==> config.mk <==
export PLATFORM = sky130hd
export DESIGN_NAME = mult_unit
export DESIGN_NICKNAME = d
export VERILOG_FILES = /design/src/rtl/mult_unit.sv
export SDC_FILE = /design/constraint.sdc
export NUM_CORES = 1
export LEC_CHECK = 0
export ABC_AREA = 0
export CAP_MARGIN = 20
export CORE_MARGIN = 1
export CORE_UTILIZATION = 35
export CTS_BUF_LIST = sky130_fd_sc_hd__clkbuf_8 sky130_fd_sc_hd__clkbuf_16
export CTS_CLUSTER_DIAMETER = 80
export DETAILED_ROUTE_END_ITERATION = 12
export DONT_BUFFER_PORTS = 1
export PLACE_DENSITY = 0.57
export SLEW_MARGIN = 30
export SYNTH_ARGS = -nofsm -noshare
export SYNTH_HDL_FRONTEND = slang
export SYNTH_SLANG_ARGS = --single-unit
==> constraint.sdc <==
create_clock -name clk -period 5.3 [get_ports clk]
set_clock_uncertainty 0.2 [all_clocks]
set_input_delay 0.53 -clock clk [delete_from_list [all_inputs] [get_ports clk]]
set_output_delay 0.53 -clock clk [all_outputs]
set_load 0.02 [all_outputs]
==> src/rtl/mult_unit.sv <==
// mult_unit: iterative shift-add multiplier with HI/LO register file
module mult_unit #(
    parameter int STEP_BITS = 2
) (
    input  logic        clk,
    input  logic        rst,
    input  logic        mult_start,
    input  logic        mult_signed,
    input  logic [31:0] mult_opr1,
    input  logic [31:0] mult_opr2,
    input  logic        hi_we,
    input  logic        lo_we,
    input  logic [31:0] wr_data,
    output logic        busy,
    output logic        done,
    output logic [31:0] hi,
    output logic [31:0] lo
);
    localparam int N = 32 / STEP_BITS;
    localparam int CW = $clog2(N) + 1;

    typedef enum logic {IDLE, RUN} state_t;

    state_t                 state, state_next;
    logic [CW-1:0]          cnt;
    logic [31:0]            mag1, mag2;
    logic [63:0]            acc, acc_next, res;
    logic                   neg, commit, cancel;
    logic [31+STEP_BITS:0]  pp, sum;

    // Next state and one shift-add step: the low product bits retire into acc[31:0] from the top.
    always_comb begin
        pp = (32 + STEP_BITS)'(mag1) * (32 + STEP_BITS)'(mag2[STEP_BITS-1:0]);
        sum = (32 + STEP_BITS)'(acc[63:32]) + pp;
        acc_next = {sum, acc[31:STEP_BITS]};
        res = neg ? -acc_next : acc_next;
        commit = state == RUN && cnt == CW'(1) && !mult_start;
        cancel = state == RUN && (hi_we || lo_we) && !mult_start && !commit;
        state_next = mult_start ? RUN : (commit || cancel) ? IDLE : state;
    end

    // State, datapath and HI/LO registers; a commit beats a same-cycle MTHI/MTLO.
    always_ff @(posedge clk) begin
        if (rst) begin
            state <= IDLE;
            cnt <= '0;
            mag1 <= '0;
            mag2 <= '0;
            acc <= '0;
            neg <= 1'b0;
            busy <= 1'b0;
            done <= 1'b0;
            hi <= '0;
            lo <= '0;
        end else begin
            state <= state_next;
            busy <= state_next == RUN;
            done <= commit;
            if (mult_start) begin
                mag1 <= (mult_signed && mult_opr1[31]) ? -mult_opr1 : mult_opr1;
                mag2 <= (mult_signed && mult_opr2[31]) ? -mult_opr2 : mult_opr2;
                neg <= mult_signed & (mult_opr1[31] ^ mult_opr2[31]);
                acc <= '0;
                cnt <= CW'(N);
            end else if (state == RUN) begin
                acc <= acc_next;
                mag2 <= mag2 >> STEP_BITS;
                cnt <= cnt - CW'(1);
            end
            if (commit) begin
                hi <= res[63:32];
                lo <= res[31:0];
            end else begin
                if (hi_we) hi <= wr_data;
                if (lo_we) lo <= wr_data;
            end
        end
    end
endmodule

==> flow_summary.json, run 1 <==
{
  "timing.hold.ws_ns": 0.0248,
  "die_area_um2": 39600,
  "period_share": 0.943,
  "dp_hpwl_um": 29800,
  "worstMarginPinSlew_ns": 0.953,
  "endpoint_kind": "register",
  "synth_warnings": 0,
  "hold_start": "mult_opr2[1]",
  "clock_latency_ns": 0.48,
  "p_int_mw": 2.50,
  "row_count": 71,
  "cp_num_buf_inv": 0,
  "cts.clk_slew.worst_paths_ns": 0.08,
  "cpLargestDelayFamily": "simple AND/OR/NAND/NOR gates",
  "slowest_stage": "or4b_4",
  "clockRootBuffer": "clkbuf_16",
  "drv_slew": 0,
  "start_kind": "register",
  "power.density_nw_per_um2": 245,
  "ant_nets": 0,
  "drc": 0,
  "cts_htree_levels": 4,
  "cp_cell_sequence": "and2_1, fa_1, ha_1, fa_1, and3_1, or3_2, a221oi_1, or4b_4, or4_4, or3_1, o31ai_1, xor2_1, a211oi_1",
  "hold_class": "in2reg",
  "fp.dieH_um": 199,
  "r2r-start": "mag2[1]$_SDFFE_PP0P_",
  "arrival_ns": 5.17,
  "die_x_um": 199,
  "floorplan.initialDensity": 0.358,
  "slowest_delay_ns": 0.50,
  "avgSynthCellArea_um2": 8.26,
  "drive_gt1_frac": 0.0923,
  "port_buffers": 0,
  "post-route-min-period_ns": 5.00,
  "synth.distinct_cells": 79,
  "cts_sinks": 198,
  "cts_tree": "built",
  "io_pins": 168,
  "grt_max_degree": 109,
  "nFillCells": 3920,
  "synth_edf_count": 0,
  "vias": 11600,
  "wire_per_inst_um": 18.5,
  "grtUsageTotal": 0.203,
  "max_slew_margin": 0.365,
  "peakVddDrop_mv": 0.218,
  "critPathMostFrequentCell": "fa_1",
  "finalSetupViolations": 0,
  "ys_seq_area_frac": 0.292,
  "pwr-share-clk": 0.377,
  "grt_pass1_wl_um": 61800,
  "grt_pass1_vias": 10900,
  "timing.final.ws_setup_ns": 0.305,
  "switching_share": 0.322,
  "synth_nets": 1815,
  "fin_nets": 1805,
  "synth_area_um2": 13600,
  "p_seq_frac": 0.450,
  "critPathMaxFanout": 7,
  "synthToLayoutAreaGrowth_pct": 11.2,
  "drtIter0Drc": 737,
  "num_antenna_cells": 0,
  "drt_wl_total_um": 39900,
  "fin_util": 0.398,
  "postSynthCellCount": 1643,
  "status": "finished clean",
  "required_ns": 5.48,
  "finalHoldViolCount": 0,
  "synth-main-ff-cell": "dfxtp_1",
  "clockBufferDepth": 2,
  "grt_overflow": 0,
  "first_pass_iters": 5,
  "cts_inserted_buffers": 17,
  "gp_congestion": 0.955,
  "fmax_mhz": 200,
  "core_um2": 37900,
  "async_reset_ff_frac": 0,
  "dp_slack_ns": -0.0421,
  "worstSetupPathType": "reg2reg",
  "power_switching_mw": 1.19,
  "leakage_nw": 6.19,
  "max_cap_viol_count": 0,
  "tns_ns": 0,
  "comb_power_share": 0.172,
  "startpoint": "mag2[1]$_SDFFE_PP0P_",
  "vias_per_cell": 5.37,
  "grt_antenna_before_repair": 0,
  "ys_ff_latch": 198
}
## cells in the mapped netlist, drive strengths merged, types with 6 or more instances
master	number	area, µm²
nand4	10	62.6
mux2i	132	1320
nor4	13	87.6
clkbuf	95	408
buf	9	50.0
a21oi	52	260
o31ai	27	203
or3	25	165
and3	10	62.6
o22ai	17	106
nor3	26	130
a311oi	6	52.6
dfxtp	198	3960
nand2	125	469
and2	26	163
a2111oi	6	52.6
nor2	192	721
xor2	47	412
inv	106	398
fa	32	641
nand3	14	70.1
nand2b	13	81.3
nor2b	28	175
xnor2	93	815
a211oi	126	946
ha	38	475
a21o	17	129
o41ai	19	181
o21ai	64	324
or4	9	76.3
## sequential cells by signal, indices dropped and copies added, names as in the netlist
| name | count |
|---|---|
| acc | 62 |
| cnt | 5 |
| done | 1 |
| hi | 32 |
| lo | 32 |
| mag1 | 32 |
| mag2 | 32 |
| neg | 1 |
| state | 1 |
## power by group through the flow
stage	clock [mW]	combinational, mW	sequential [mW]
6_report	1.39	0.637	1.66
5_1_grt	1.49	0.701	1.67
4_1_cts	1.43	0.621	1.66
3_5_place_dp	0	0.592	1.70
3_3_place_gp	0	0.575	1.70
2_1_floorplan	0	0.472	1.67
## metrics by stage
step                      cell area [µm²]  total power [mW]  cells
after floorplan                     13600              2.14   1643
after global placement              14300              2.28   2119
after detailed placement            14300              2.29   2120
after CTS                           15000              3.71   2155
after global routing                15100              3.86   2157
final                               15100              3.69   2157
## final cells by class
type	instances	area [µm²]	area share
Clock buffer	17	425	0.0282
Clock inverter	15	209	0.0138
Inverter	106	398	0.0263
Multi-Input combinational cell	1233	8820	0.584
Sequential cell	198	3970	0.263
Tap cell	511	639	0.0423
Timing Repair Buffer	77	641	0.0424
## logic make-up (layout without fill, tap and decap cells)
family / Yosys count / in the layout / synth area share
simple gates: 516 / 516 / 0.182
compound gates: 374 / 374 / 0.191
buf+inv: 212 / 215 / 0.0645
flops: 198 / 198 / 0.292
xor+xnor: 140 / 140 / 0.0903
mux: 133 / 133 / 0.0981
fa+ha+maj: 70 / 70 / 0.0822
## worst paths after layout
check                           cells after the start  slack [ns]                    end
worst max-delay path                               13        0.30    hi[23]$_SDFFE_PP0P_
worst min register to register                      2        0.28  mag1[23]$_SDFFE_PP0P_
worst max register to register                     13        0.30    hi[23]$_SDFFE_PP0P_
worst min-delay path                                2        0.02   mag2[1]$_SDFFE_PP0P_
## routing by layer
metal | vias up | part of all wire | global-route usage
met5 | - | 0 | 0
met4 | 0 | 0.0095 | 0.0459
met3 | 22 | 0.078 | 0.0514
met2 | 337 | 0.43 | 0.310
met1 | 5460 | 0.48 | 0.283
li1 | 5764 | - | -
## placed cells by master (no fill, tap or decap), drive strengths merged, types with 52 or more instances in the layout
| cell | netlist | layout |
|---|---|---|
| nor2 | 192 | 192 |
| mux2i | 132 | 132 |
| buf | 9 | 76 |
| o21ai | 64 | 64 |
| dfxtp | 198 | 198 |
| nand2 | 125 | 125 |
| a21oi | 52 | 52 |
| a211oi | 126 | 126 |
| xnor2 | 93 | 93 |
| inv | 106 | 115 |
## repair_timing
action                                 CTS  global route
endpoints found under the hold margin  108             0
gates resized for setup                  1            20
setup endpoints to repair                1            18
hold buffers                             3             0
setup buffers                            0             2
pin swaps                                0             2
## worst register-to-register path: stages (launching register included)
cell	delay [ns]
dfxtp_2	0.35
and2_1	0.15
fa_1	0.46
ha_1	0.24
fa_1	0.43
and3_1	0.21
or3_2	0.45
a221oi_1	0.32
or4b_4	0.51
or4_4	0.49
or3_1	0.46
o31ai_1	0.29
xor2_1	0.11
a211oi_1	0.23
Note: power is estimated with default switching activity, not from simulation.
==> inputs of run 2 (changes only) <==
CORE_MARGIN = 5   (was 1)
PLACE_DENSITY = unset   (was 0.57)
==> run 2 against run 1 <==
Net effect: largest power group unchanged; total power fell by 1.2%; design area barely moved; sequential power is essentially flat; worst hold slack improved by 0.0011 ns; clock-buffer cell count stayed put; largest cell class unchanged; highest routed layer unchanged; utilization fell by 0.66 points; critical path depth rose by 4; maximum frequency is 0.95% lower.
==> flow_summary.json, run 2 (synthesis gave the netlist of run 1 again) <==
{
  "grtUsageTotal": 0.187,
  "cts_tree": "built",
  "grt_pass1_vias": 11400,
  "fmax_mhz": 198,
  "drc": 0,
  "clockBufferDepth": 2,
  "cp_num_cells": 17,
  "fp.dieH_um": 207,
  "drv_slew": 0,
  "cts_sinks": 198,
  "status": "finished clean",
  "die_area_um2": 42800,
  "row_count": 72,
  "cts_htree_levels": 4,
  "grt_max_degree": 109,
  "cp_num_buf_inv": 4,
  "first_pass_iters": 7,
  "worstSetupPathType": "reg2reg",
  "power.density_nw_per_um2": 242,
  "rsz0062_at_grt": "yes",
  "fin_nets": 1808,
  "arrival_ns": 5.22,
  "tns_ns": 0,
  "layout_commonest_cell": "dfxtp_1",
  "final_area_um2": 15100,
  "finalHoldViolCount": 0,
  "period_share": 0.952,
  "timing.final.ws_setup_ns": 0.257,
  "slowest_delay_ns": 0.49,
  "max_slew_margin": 0.401,
  "port_buffers": 0,
  "clock_latency_ns": 0.47,
  "core_um2": 38600,
  "drt_wl_total_um": 40900,
  "dp_slack_ns": 0.0782,
  "leakage_nw": 6.19,
  "cts.clk_slew.worst_paths_ns": 0.08,
  "rrSetupSlack_ns": 0.26,
  "critPathMaxFanout": 14,
  "vias_per_cell": 5.39,
  "r2r.worst_path.cells": 17,
  "worstMarginPinSlew_ns": 0.898,
  "fin_cells": 2167,
  "layout_common_cells": "dfxtp_1 (195), nor2_1 (192), mux2i_1 (132), a211oi_1 (126), nand2_1 (125)",
  "hold_class": "in2reg",
  "num_antenna_cells": 0,
  "cp_cell_sequence": "buf_4, nand2_1, fa_1, inv_1, ha_1, or2_2, a41o_1, o211a_1, or3_1, a222oi_1, nand4_1, buf_4, or3_1, o41ai_1, buf_4, xnor2_1, a211oi_1",
  "finalSetupViolations": 0,
  "cpLargestDelayFamily": "compound AO/OA/AOI/OAI gates",
  "cts_inserted_buffers": 17,
  "timing.hold.ws_ns": 0.0259,
  "synthToLayoutAreaGrowth_pct": 11.2,
  "largest_reg_flops": 62,
  "whs_path_depth": 2,
  "grt_overflow": 0,
  "vias": 11700,
  "wire_per_inst_um": 18.9,
  "regMostFlops": "acc",
  "grt_antenna_before_repair": 0,
  "critPathMostFrequentCell": "buf_4",
  "dp_cells": 2129,
  "clockRootBuffer": "clkbuf_16",
  "io_pins": 168,
  "slowest_stage": "fa_1",
  "ant_nets": 0,
  "dp_hpwl_um": 30500,
  "max_cap_viol_count": 0,
  "drive_gt1_frac": 0.0922,
  "die_x_um": 207,
  "placed_area_um2": 14300,
  "post-route-min-period_ns": 5.04,
  "gp_congestion": 0.914,
  "floorplan.initialDensity": 0.352,
  "endpoint_kind": "register",
  "required_ns": 5.48,
  "grt_pass1_wl_um": 63300,
  "drtIter0Drc": 793,
  "peakVddDrop_mv": 0.224,
  "start_kind": "register"
}
## run 2: routing by layer
| layer | GRT usage | share of wire | up-vias |
|---|---|---|---|
| met3 | 0.0472 | 0.085 | 30 |
| met1 | 0.263 | 0.47 | 5542 |
| met4 | 0.0475 | 0.013 | 0 |
| met5 | 0 | 0 | - |
| met2 | 0.286 | 0.43 | 343 |
| li1 | - | - | 5772 |
## run 2: power breakdown
group          total [mW]  switching (mW)  internal [mW]
logic               0.639           0.358          0.281
registers            1.67           0.105           1.56
clock network        1.34           0.704          0.640
total                3.65            1.17           2.48
## run 2: area by class of cell
cell class                 count  area (µm²)
multi-input combinational   1233        8830
timing repair buffer          80         658
clock inverter                15         170
inverter                     106         398
sequential                   198        3970
tap                          518         648
fill                        4063       23500
clock buffer                  17         425
## run 2: stage by stage
step	total power [mW]	utilization
6_report	3.65	0.392
5_1_grt	3.82	0.392
4_1_cts	3.68	0.389
3_5_place_dp	2.30	0.371
3_3_place_gp	2.29	0.371
2_1_floorplan	2.14	-
## run 2: path summary, 6_finish.rpt
check	startpoint	to
setup / recovery	mag2[0]$_SDFFE_PP0P_	hi[26]$_SDFFE_PP0P_
hold / removal	mult_start	neg$_SDFFE_PP0P_
setup reg to reg	mag2[0]$_SDFFE_PP0P_	hi[26]$_SDFFE_PP0P_
hold reg to reg	acc[53]$_SDFFE_PP0P_	acc[53]$_SDFFE_PP0P_
## run 2: what timing repair did
item	in CTS	in global routing
resized for setup	0	19
buffers inserted	0	1
hold buffers	4	0
endpoints found under the setup margin	0	17
hold endpoints to repair	108	0
==> inputs of run 3 (changes only) <==
CORE_UTILIZATION = 52   (was 35)
PLACE_DENSITY = 0.7   (was unset)
==> run 3 against run 2 <==
Net effect: worst hold slack worse by 0.0036 ns; die area down 31%; critical path type unchanged; total power down 0.68%; non-clock buffer count down 17; largest power group unchanged; critical path depth down 2; sequential share of layout area up 0.58 points; highest routed layer unchanged; combinational power down 4.2%.
==> flow_summary.json, run 3 (synthesis gave the netlist of run 1 again) <==
{
  "status": "finished clean",
  "leakage_nw": 6.12,
  "tns_ns": 0,
  "die_x_um": 172,
  "wire_per_inst_um": 19.2,
  "critPathMaxFanout": 4,
  "largest_reg_flops": 62,
  "peakVddDrop_mv": 0.198,
  "cts_sinks": 198,
  "grt_pass1_vias": 11200,
  "fin_nets": 1791,
  "drtIter0Drc": 643,
  "gr-usage-met1": 0.346,
  "max_slew_margin": 0.391,
  "cts_inserted_buffers": 17,
  "max_cap_viol_count": 0,
  "worstMarginPinSlew_ns": 0.906,
  "met3_usage": 0.0673,
  "post_cts_buffers": 0,
  "hold_start": "mult_start",
  "grtUsageTotal": 0.254,
  "slowest_delay_ns": 0.50,
  "core_um2": 25900,
  "r2r-start": "mag2[1]$_SDFFE_PP0P_",
  "layout_commonest_cell": "dfxtp_1",
  "grt_max_degree": 80,
  "layout_common_cells": "dfxtp_1 (195), nor2_1 (192), mux2i_1 (132), a211oi_1 (126), nand2_1 (125)",
  "row_count": 59,
  "drv_slew": 0,
  "grt_use_met2": 0.403,
  "gp_congestion": 0.935,
  "cp_num_buf_inv": 1,
  "hold_class": "in2reg",
  "required_ns": 5.44,
  "busiest_layer": "met2",
  "period_share": 0.950,
  "clock_latency_ns": 0.44,
  "worstSetupPathType": "reg2reg",
  "ant_nets": 0,
  "clockBufferDepth": 2,
  "die_area_um2": 29400,
  "cts.clk_slew.worst_paths_ns": 0.08,
  "fin_util": 0.570,
  "drc": 0,
  "vias_per_cell": 5.92,
  "arrival_ns": 5.18,
  "cp_cell_sequence": "and2_1, fa_1, ha_1, fa_1, and3_1, or3_2, a221oi_1, or4b_4, or4_4, buf_4, or2_2, o41ai_2, xnor2_1, nor2_1, a211oi_1",
  "dp_hpwl_um": 27900,
  "rsz0062_at_grt": "no",
  "r2r.worst_path.cells": 15,
  "synthToLayoutAreaGrowth_pct": 8.79,
  "cpLargestDelayFamily": "simple AND/OR/NAND/NOR gates",
  "num_antenna_cells": 0,
  "whs_path_depth": 2,
  "power.density_nw_per_um2": 245,
  "rrSetupSlack_ns": 0.26,
  "critPathMostFrequentCell": "fa_1",
  "grt_overflow": 0,
  "drive_gt1_frac": 0.0846,
  "endpoint_kind": "register",
  "r2r-end": "hi[15]$_SDFFE_PP0P_",
  "grt_antenna_before_repair": 0,
  "floorplan.initialDensity": 0.524,
  "first_pass_iters": 5,
  "fp.dieH_um": 172,
  "finalSetupViolations": 0,
  "port_buffers": 0,
  "start_kind": "register",
  "slowest_stage": "or4b_4",
  "clockRootBuffer": "clkbuf_16",
  "cts_tree": "built",
  "fmax_mhz": 199,
  "post-route-min-period_ns": 5.04,
  "finalHoldViolCount": 0,
  "io_pins": 168,
  "regMostFlops": "acc",
  "grt_pass1_wl_um": 60300,
  "drt_wl_total_um": 37800,
  "cts_htree_levels": 4,
  "vias": 11600,
  "min_to": "state$_SDFFE_PP0P_"
}
run 3: cell types whose count changed in the layout (fill, tap and decap cells not counted), sizes merged:
| cell | before | now |
|---|---|---|
| clkinvlp | 1 | 0 |
| clkinv | 5 | 8 |
| buf | 78 | 61 |
| clkbuf | 17 | 18 |
| inv | 115 | 112 |
run 3: power by group:
part	switching, mW	internal [mW]	leakage (nW)
logic	0.335	0.277	4.20
registers	0.108	1.56	1.63
clock network	0.679	0.664	0.300
run 3: metrics by stage:
step                hold slack [ns]  instance area, µm²  instances  total power, mW  worst slack (ns)
detailed placement            0.281               14000       1930             2.27            0.0235
global placement              0.274               14000       1930             2.26             0.212
finish                       0.0223               14800       1967             3.62             0.263
global route                 0.0173               14800       1967             3.78            0.0245
floorplan                     0.247               13600       1643             2.14             0.174
CTS                         0.00111               14600       1965             3.62            0.0141
run 3: layout make-up:
type	count	area, µm²
clock buffer	18	450
clock inverter	14	156
fill	2343	11100
inverter	106	398
multi-input combinational	1233	8830
sequential	198	3970
tap	335	419
timing repair buffer	63	548
run 3: worst reg2reg max path, delay by kind of cell, from the launching register on:
family	cells	cell delay (ns)
adder cells (fa/ha/maj)	3	1.10
flip-flops	1	0.39
AO/OA/AOI/OAI	3	0.76
XOR/XNOR	1	0.17
buffers and inverters	1	0.17
AND/OR/NAND/NOR	7	2.15
run 3: worst max path at each step:
stage,startpoint,to,depth (start not counted)
floorplan,mag2[1]$_SDFFE_PP0P_,hi[24]$_SDFFE_PP0P_,15
global placement,mag2[1]$_SDFFE_PP0P_,hi[24]$_SDFFE_PP0P_,15
detailed placement,mag2[0]$_SDFFE_PP0P_,hi[24]$_SDFFE_PP0P_,14
CTS,mag2[0]$_SDFFE_PP0P_,hi[24]$_SDFFE_PP0P_,14
global route,mag2[1]$_SDFFE_PP0P_,hi[31]$_SDFFE_PP0P_,16
finish,mag2[1]$_SDFFE_PP0P_,hi[15]$_SDFFE_PP0P_,15
run 3: routing by layer:
layer  part of all wire  vias to the layer above
li1                   -                     5741
met1               0.45                     5468
met2               0.45                      382
met3              0.085                       45
met4              0.020                        0
met5                  0                        -
run 3: timing repair:
action	4_1_cts	5_1_grt
endpoints found under the hold margin	79	2
hold buffers	3	2
resized for setup	0	26
setup endpoints to repair	0	17
==> RTL change 1: new RTL, flow settings as in run 1 <==
Add an input register stage for `mult_opr2`; this delays it by one clock. The other inputs are not delayed to match.
--- a/src/rtl/mult_unit.sv
+++ b/src/rtl/mult_unit.sv
@@ -20,6 +20,12 @@
     localparam int CW = $clog2(N) + 1;
 
     typedef enum logic {IDLE, RUN} state_t;
+
+    logic [31:0] mult_opr2_q;
+
+    always_ff @(posedge clk) begin
+        mult_opr2_q <= mult_opr2;
+    end
 
     state_t                 state, state_next;
     logic [CW-1:0]          cnt;
@@ -58,8 +64,8 @@
             done <= commit;
             if (mult_start) begin
                 mag1 <= (mult_signed && mult_opr1[31]) ? -mult_opr1 : mult_opr1;
-                mag2 <= (mult_signed && mult_opr2[31]) ? -mult_opr2 : mult_opr2;
-                neg <= mult_signed & (mult_opr1[31] ^ mult_opr2[31]);
+                mag2 <= (mult_signed && mult_opr2_q[31]) ? -mult_opr2_q : mult_opr2_q;
+                neg <= mult_signed & (mult_opr1[31] ^ mult_opr2_q[31]);
                 acc <= '0;
                 cnt <= CW'(N);
             end else if (state == RUN) begin
Behaviour: same outputs for any inputs over 4 cycles, from zero or initial values and one cycle with rst high; that may be too few to reach the edited logic, so the function may still have changed.
==> RTL change 1 against run 1 <==
Critical path depth grew 3. Routed wire length rose by 8.6%. Sequential cell count up 32. Power grew 29%. Synthesized area up 6.2%. Worst hold slack about the same. Setup slack lost 0.046 ns. Final area rose by 10%. Largest power group is now the clock network. Synthesized cell count grew 5.5%. Critical endpoint is now hi[30]. Highest routed layer unchanged. Clock power grew 56%.
==> RTL change 1: results (changes against run 1) <==
Largest reg by FF count -> acc
Layout cells sized above 1 -> 0.0666 (-0.0257)
# fillers -> 4101 (+4.6%)
CP arrival -> 5.26 ns (+0.09 ns)
CTS buffer count -> 28 (+11)
Seq/Total Area, Yosys -> 0.319 (+0.0273)
Hold_sp -> mult_opr1[22]
CP peak stage delay -> 0.74 ns (+0.24 ns)
Worst-Skew Late Latency -> 0.55 ns (+0.07 ns)
Vias per inst -> 5.31 (-1.1%)
Crit path max fanout -> 5 (-2)
Worst-margin pin slew -> 0.924 ns (-0.0285 ns)
Maximum vdd drop -> 0.000284 V (+30%)
Reg clk slew, reported paths -> 0.07 ns
Post-CTS Setup Repair Bufs -> 0 (unchanged)
CTS HTree Levels -> 1 (-3)
Critical path class -> flop to flop
DRC -> 0 (unchanged)
Fraction of registers with async set/reset -> 0 (unchanged)
Status -> complete, no violations
Ys Warns -> 0 (unchanged)
Distinct cells, synth -> 74 (-6.3%)
First-pass GRT wire length -> 67300 um (+8.9%)
Area contributors post-synth -> dfxtp_1 32%, mux2i_1 8.5%, a211oi_1 6.8%
Top cells by count, synth -> 230 x dfxtp_1, 194 x nor2_1, 145 x nand2_1
Vias in the first global route -> 11.6k (+6.1%)
Internal reg-to-reg setup slack -> 0.26 ns (-0.05 ns)
Final WL -> 43300 um (+8.6%)
1st-pass router iterations -> 6 (+1)
Syn avg cell area -> 8.32 um^2 (+0.64%)
Crit Reg-Reg Startpoint -> mag2[1]
Critical-path top delay cell -> or4b_2
CTS Root Cell -> clkbuf_16
Tot GR Track Use -> 0.203 (+0.000767)
Final cell count without fillers -> 2296 (+6.4%)
Initial antenna violation count -> 0 (unchanged)
Ant diodes -> 0 (unchanged)
Final nets -> 1921 (+6.4%)
Total grt overflow -> 0 (unchanged)
First-iteration detailed-routing DRC count -> 798 (+8.3%)
Pin count of the biggest net entering global routing -> 112 (+2.8%)
Leakage -> 0.00674 uW (+8.8%)
Setup TNS -> 0 ns (unchanged)
Pre-CTS setup slack -> 0.152 ns (+0.194 ns)
Buffers added on ports -> 0 (unchanged)
Fmax -> 0.198 GHz (-0.91%)
Post-detail-place hpwl -> 31400 um (+5.3%)
Max FFs per register -> 62 (unchanged)
Final Wtd Congestion -> 0.883 (-7.6%)
Max Buffers Root-to-Sink -> 3 (+1)
Placed instance count -> 2181 (+2.9%)
Hold crit path type -> primary input to flop
==> RTL change 1: kinds of logic after synthesis <==
kind of cell | count (synthesis) | synth area share
AOI/OAI and AO/OA | 412 | 0.195
xor gates and xnor gates | 127 | 0.0771
adders and majority gates | 70 | 0.0774
buffers and inverters | 222 | 0.0589
DFF | 230 | 0.319
muxes | 128 | 0.0894
and+or+nand+nor | 545 | 0.183
==> RTL change 1: worst max-delay path: cells and delay by family (launching register included) <==
family          cells  cell delay (ns)
buf+inv             2             0.37
fa+ha+maj           3             1.15
compound gates      5             1.06
mux                 1             0.21
simple gates        5             1.53
flops               1             0.39
==> RTL change 1: metal layers <==
metal | GRT usage | wire, um
met4 | 0.0399 | 711
met2 | 0.304 | 18100
met1 | 0.303 | 21900
met5 | 0 | 0
met3 | 0.0337 | 2600
==> RTL change 1: layout make-up <==
cell class	count	area [um^2]	share of cell area
Tap cell	525	657	0.0394
Timing Repair Buffer	96	926	0.0555
Clock buffer	35	820	0.0492
Sequential cell	230	4610	0.276
Inverter	111	417	0.0250
Multi-Input combinational cell	1282	9000	0.540
Clock inverter	17	249	0.0149
==> RTL change 1: report_power, final <==
part           total [uW]  switching, uW  leakage [uW]  internal [uW]
Combinational         639            362       0.00431            277
Clock                2170            788      0.000529           1390
Sequential           1940            122       0.00190           1820
Total                4750           1270       0.00674           3480
==> RTL change 1: per-stage QoR <==
| step | total power [uW] | area, um^2 | hold slack (ns) |
|---|---|---|---|
| 2_1_floorplan | 2410 | 14400 | 0.254 |
| 3_3_place_gp | 2530 | 14900 | 0.266 |
| 3_5_place_dp | 2540 | 14900 | 0.280 |
| 4_1_cts | 4800 | 16700 | 0.00252 |
| 5_1_grt | 4950 | 16700 | 0.00860 |
| 6_report | 4750 | 16700 | 0.0244 |
==> RTL change 1: final timing paths <==
| check | to | depth (start not counted) |
|---|---|---|
| max | hi[30] | 16 |
| min | mag1[22] | 2 |
| max reg2reg | hi[30] | 16 |
| min reg2reg | acc[35] | 2 |
==> RTL change 1: what timing repair did <==
action / 4_1_cts / 5_1_grt
resized for setup: 0 / 5
endpoints found under the setup margin: 0 / 10
endpoints found under the hold margin: 152 / 0
hold buffers: 63 / 0
==> RTL change 2: new RTL, config.mk and constraints of run 1 <==
Made on the original files. Set the parameter `STEP_BITS` to 1 (it was 2).
--- a/src/rtl/mult_unit.sv
+++ b/src/rtl/mult_unit.sv
@@ -1,6 +1,6 @@
 // mult_unit: iterative shift-add multiplier with HI/LO register file
 module mult_unit #(
-    parameter int STEP_BITS = 2
+    parameter int STEP_BITS = 1
 ) (
     input  logic        clk,
     input  logic        rst,
Formal check against the unedited RTL: same outputs for any inputs over 10 cycles, from zero or initial values and one cycle with rst high; that may be too few to reach the edited logic, so the function may still have changed.
==> RTL change 2 against run 1 <==
The run now ends with design-rule violations left. Setup slack better by 0.34 ns. Non-clock buffer count is 63 lower. Sequential cell count is 2 higher. Power is 7.7% lower. Final area is 10% lower. Synthesized cell count is 6.9% lower. Core utilization is 1.8 points lower. Die area is 6.0% lower. Routed wire length is 8.9% lower. Global-route usage is 1.0 points lower. Synthesized area is 6.1% lower. Critical endpoint is now hi[27]. Largest power group unchanged.
==> RTL change 2: results (changes against run 1) <==
Status -> finished, violations left
Failing checks -> design-rule violations
Leakage -> 0.00522 uW (-16%)
Top cells by count, synth -> 200 x dfxtp_1, 199 x nor2_1, 154 x a211oi_1
1st-pass router iterations -> 9 (+4)
Internal reg-to-reg setup slack -> 0.65 ns (+0.34 ns)
Worst-Skew Late Latency -> 0.46 ns (-0.02 ns)
Final nets -> 1594 (-12%)
Synth Area in XOR/XNOR -> 0.0886 (-0.00172)
Tot GR Track Use -> 0.193 (-0.0100)
# fillers -> 3715 (-5.2%)
Hold Path End -> mag1[0]
Hold_sp -> mult_opr1[0]
DR WL/cell -> 18.9 um (+1.9%)
Post-synthesis adder-cell area fraction -> 0.0379 (-0.0443)
CP arrival -> 4.82 ns (-0.35 ns)
Layout cells sized above 1 -> 0.0566 (-0.0358)
Post-CTS Resized -> 0 (-1)
CTS Root Cell -> clkbuf_16
Pin count of the biggest net entering global routing -> 133 (+22%)
Vias -> 10.8k (-6.6%)
CP Launch Type -> flop
Net Count, Synth -> 1670 (-8.0%)
Ant diodes -> 0 (unchanged)
Crit path max fanout -> 7 (unchanged)
Hold Crit Depth -> 2 (unchanged)
Synth Area in Compound Gates -> 0.221 (+0.0301)
Crit Reg-Reg Endpoint -> hi[27]
Final WL -> 36400 um (-8.9%)
Vias in the first global route -> 9925 (-9.3%)
Syn avg cell area -> 8.34 um^2 (+0.87%)
Pint -> 2400 uW (-4.3%)
DRC -> 36 (+36)
Pre-CTS setup slack -> 0.703 ns (+0.745 ns)
Worst R2R Path Depth -> 13 (unchanged)
Distinct cells, synth -> 85 (+7.6%)
Maximum vdd drop -> 0.000239 V (+9.6%)
First-iteration detailed-routing DRC count -> 683 (-7.3%)
Max transition margin -> 0.417 (+0.0522)
Fraction of registers with async set/reset -> 0 (unchanged)
Max FFs per register -> 63 (+1.6%)
Crit Reg-Reg Startpoint -> mag2[0]
Placed instance count -> 1895 (-11%)
DP Area -> 0.0130 mm^2 (-9.4%)
Max Buffers Root-to-Sink -> 2 (unchanged)
First-pass GRT wire length -> 56000 um (-9.4%)
Initial antenna violation count -> 1 (+1)
Post-synthesis mux area share -> 0.0935 (-0.00465)
Area contributors post-synth -> dfxtp_1 31%, mux2i_1 9.3%, a211oi_1 9.1%
Seq/Total Area, Yosys -> 0.314 (+0.0220)
Final Wtd Congestion -> 0.936 (-2.0%)
Post-detail-place hpwl -> 27100 um (-9.2%)
-- RTL change 2: cells by family (layout without fill, tap and decap cells) --
| kind of cell | Yosys count | in the layout |
|---|---|---|
| buf+inv | 131 | 68 |
| mux | 119 | 119 |
| flops | 200 | 200 |
| xor+xnor | 129 | 129 |
| compound gates | 402 | 402 |
| fa+ha+maj | 38 | 38 |
| simple gates | 511 | 511 |
-- RTL change 2: worst max-delay path by stage --
stage	endpoint	slack, ns
finish	hi[27]	0.65
global route	hi[27]	0.32
CTS	hi[27]	0.70
detailed placement	hi[27]	0.70
global placement	hi[27]	0.83
floorplan	hi[27]	0.99
-- RTL change 2: power groups by stage --
stage	Sequential, uW	Clock [uW]	Combinational, uW
2_1_floorplan	1680	0	382
3_3_place_gp	1710	0	410
3_5_place_dp	1710	0	416
4_1_cts	1670	1330	436
5_1_grt	1680	1390	481
6_report	1670	1300	435
-- RTL change 2: layer usage --
metal	share of wire	track usage	vias up
met2	0.45	0.304	282
met3	0.082	0.0518	27
met1	0.46	0.258	5050
met5	0.00033	0	-
li1	-	-	5458
met4	0.013	0.0484	2
-- RTL change 2: final cells by class --
type                       count  share of cell area
multi-input combinational   1199               0.604
sequential                   200               0.295
tap                          461              0.0425
clock buffer                  17              0.0313
clock inverter                15              0.0111
timing repair buffer          14             0.00977
inverter                      22             0.00608
-- RTL change 2: per-stage QoR --
step / utilization / hold slack, ns / total power, uW
2_1_floorplan: - / 0.232 / 2060
3_3_place_gp: 0.363 / 0.239 / 2120
3_5_place_dp: 0.363 / 0.253 / 2120
4_1_cts: 0.380 / 0.00513 / 3440
5_1_grt: 0.380 / 0.0165 / 3560
6_report: 0.380 / 0.0332 / 3410
-- RTL change 2: worst max-delay path: stages (launching register included) --
cell and delay (ns):
dfxtp_1 0.35, and2_1 0.16, ha_1 0.20, fa_1 0.41, a21o_1 0.22, a221oi_1 0.35, xnor2_1 0.21, or4_2 0.74
nor4b_1 0.38, nand4b_1 0.26, or4_1 0.54, o31ai_2 0.23, xor2_1 0.10, a211oi_1 0.23
-- RTL change 2: repair_timing --
item                       4_1_cts  5_1_grt
setup endpoints to repair        0        0
hold buffers                     1        0
hold endpoints to repair       122        0
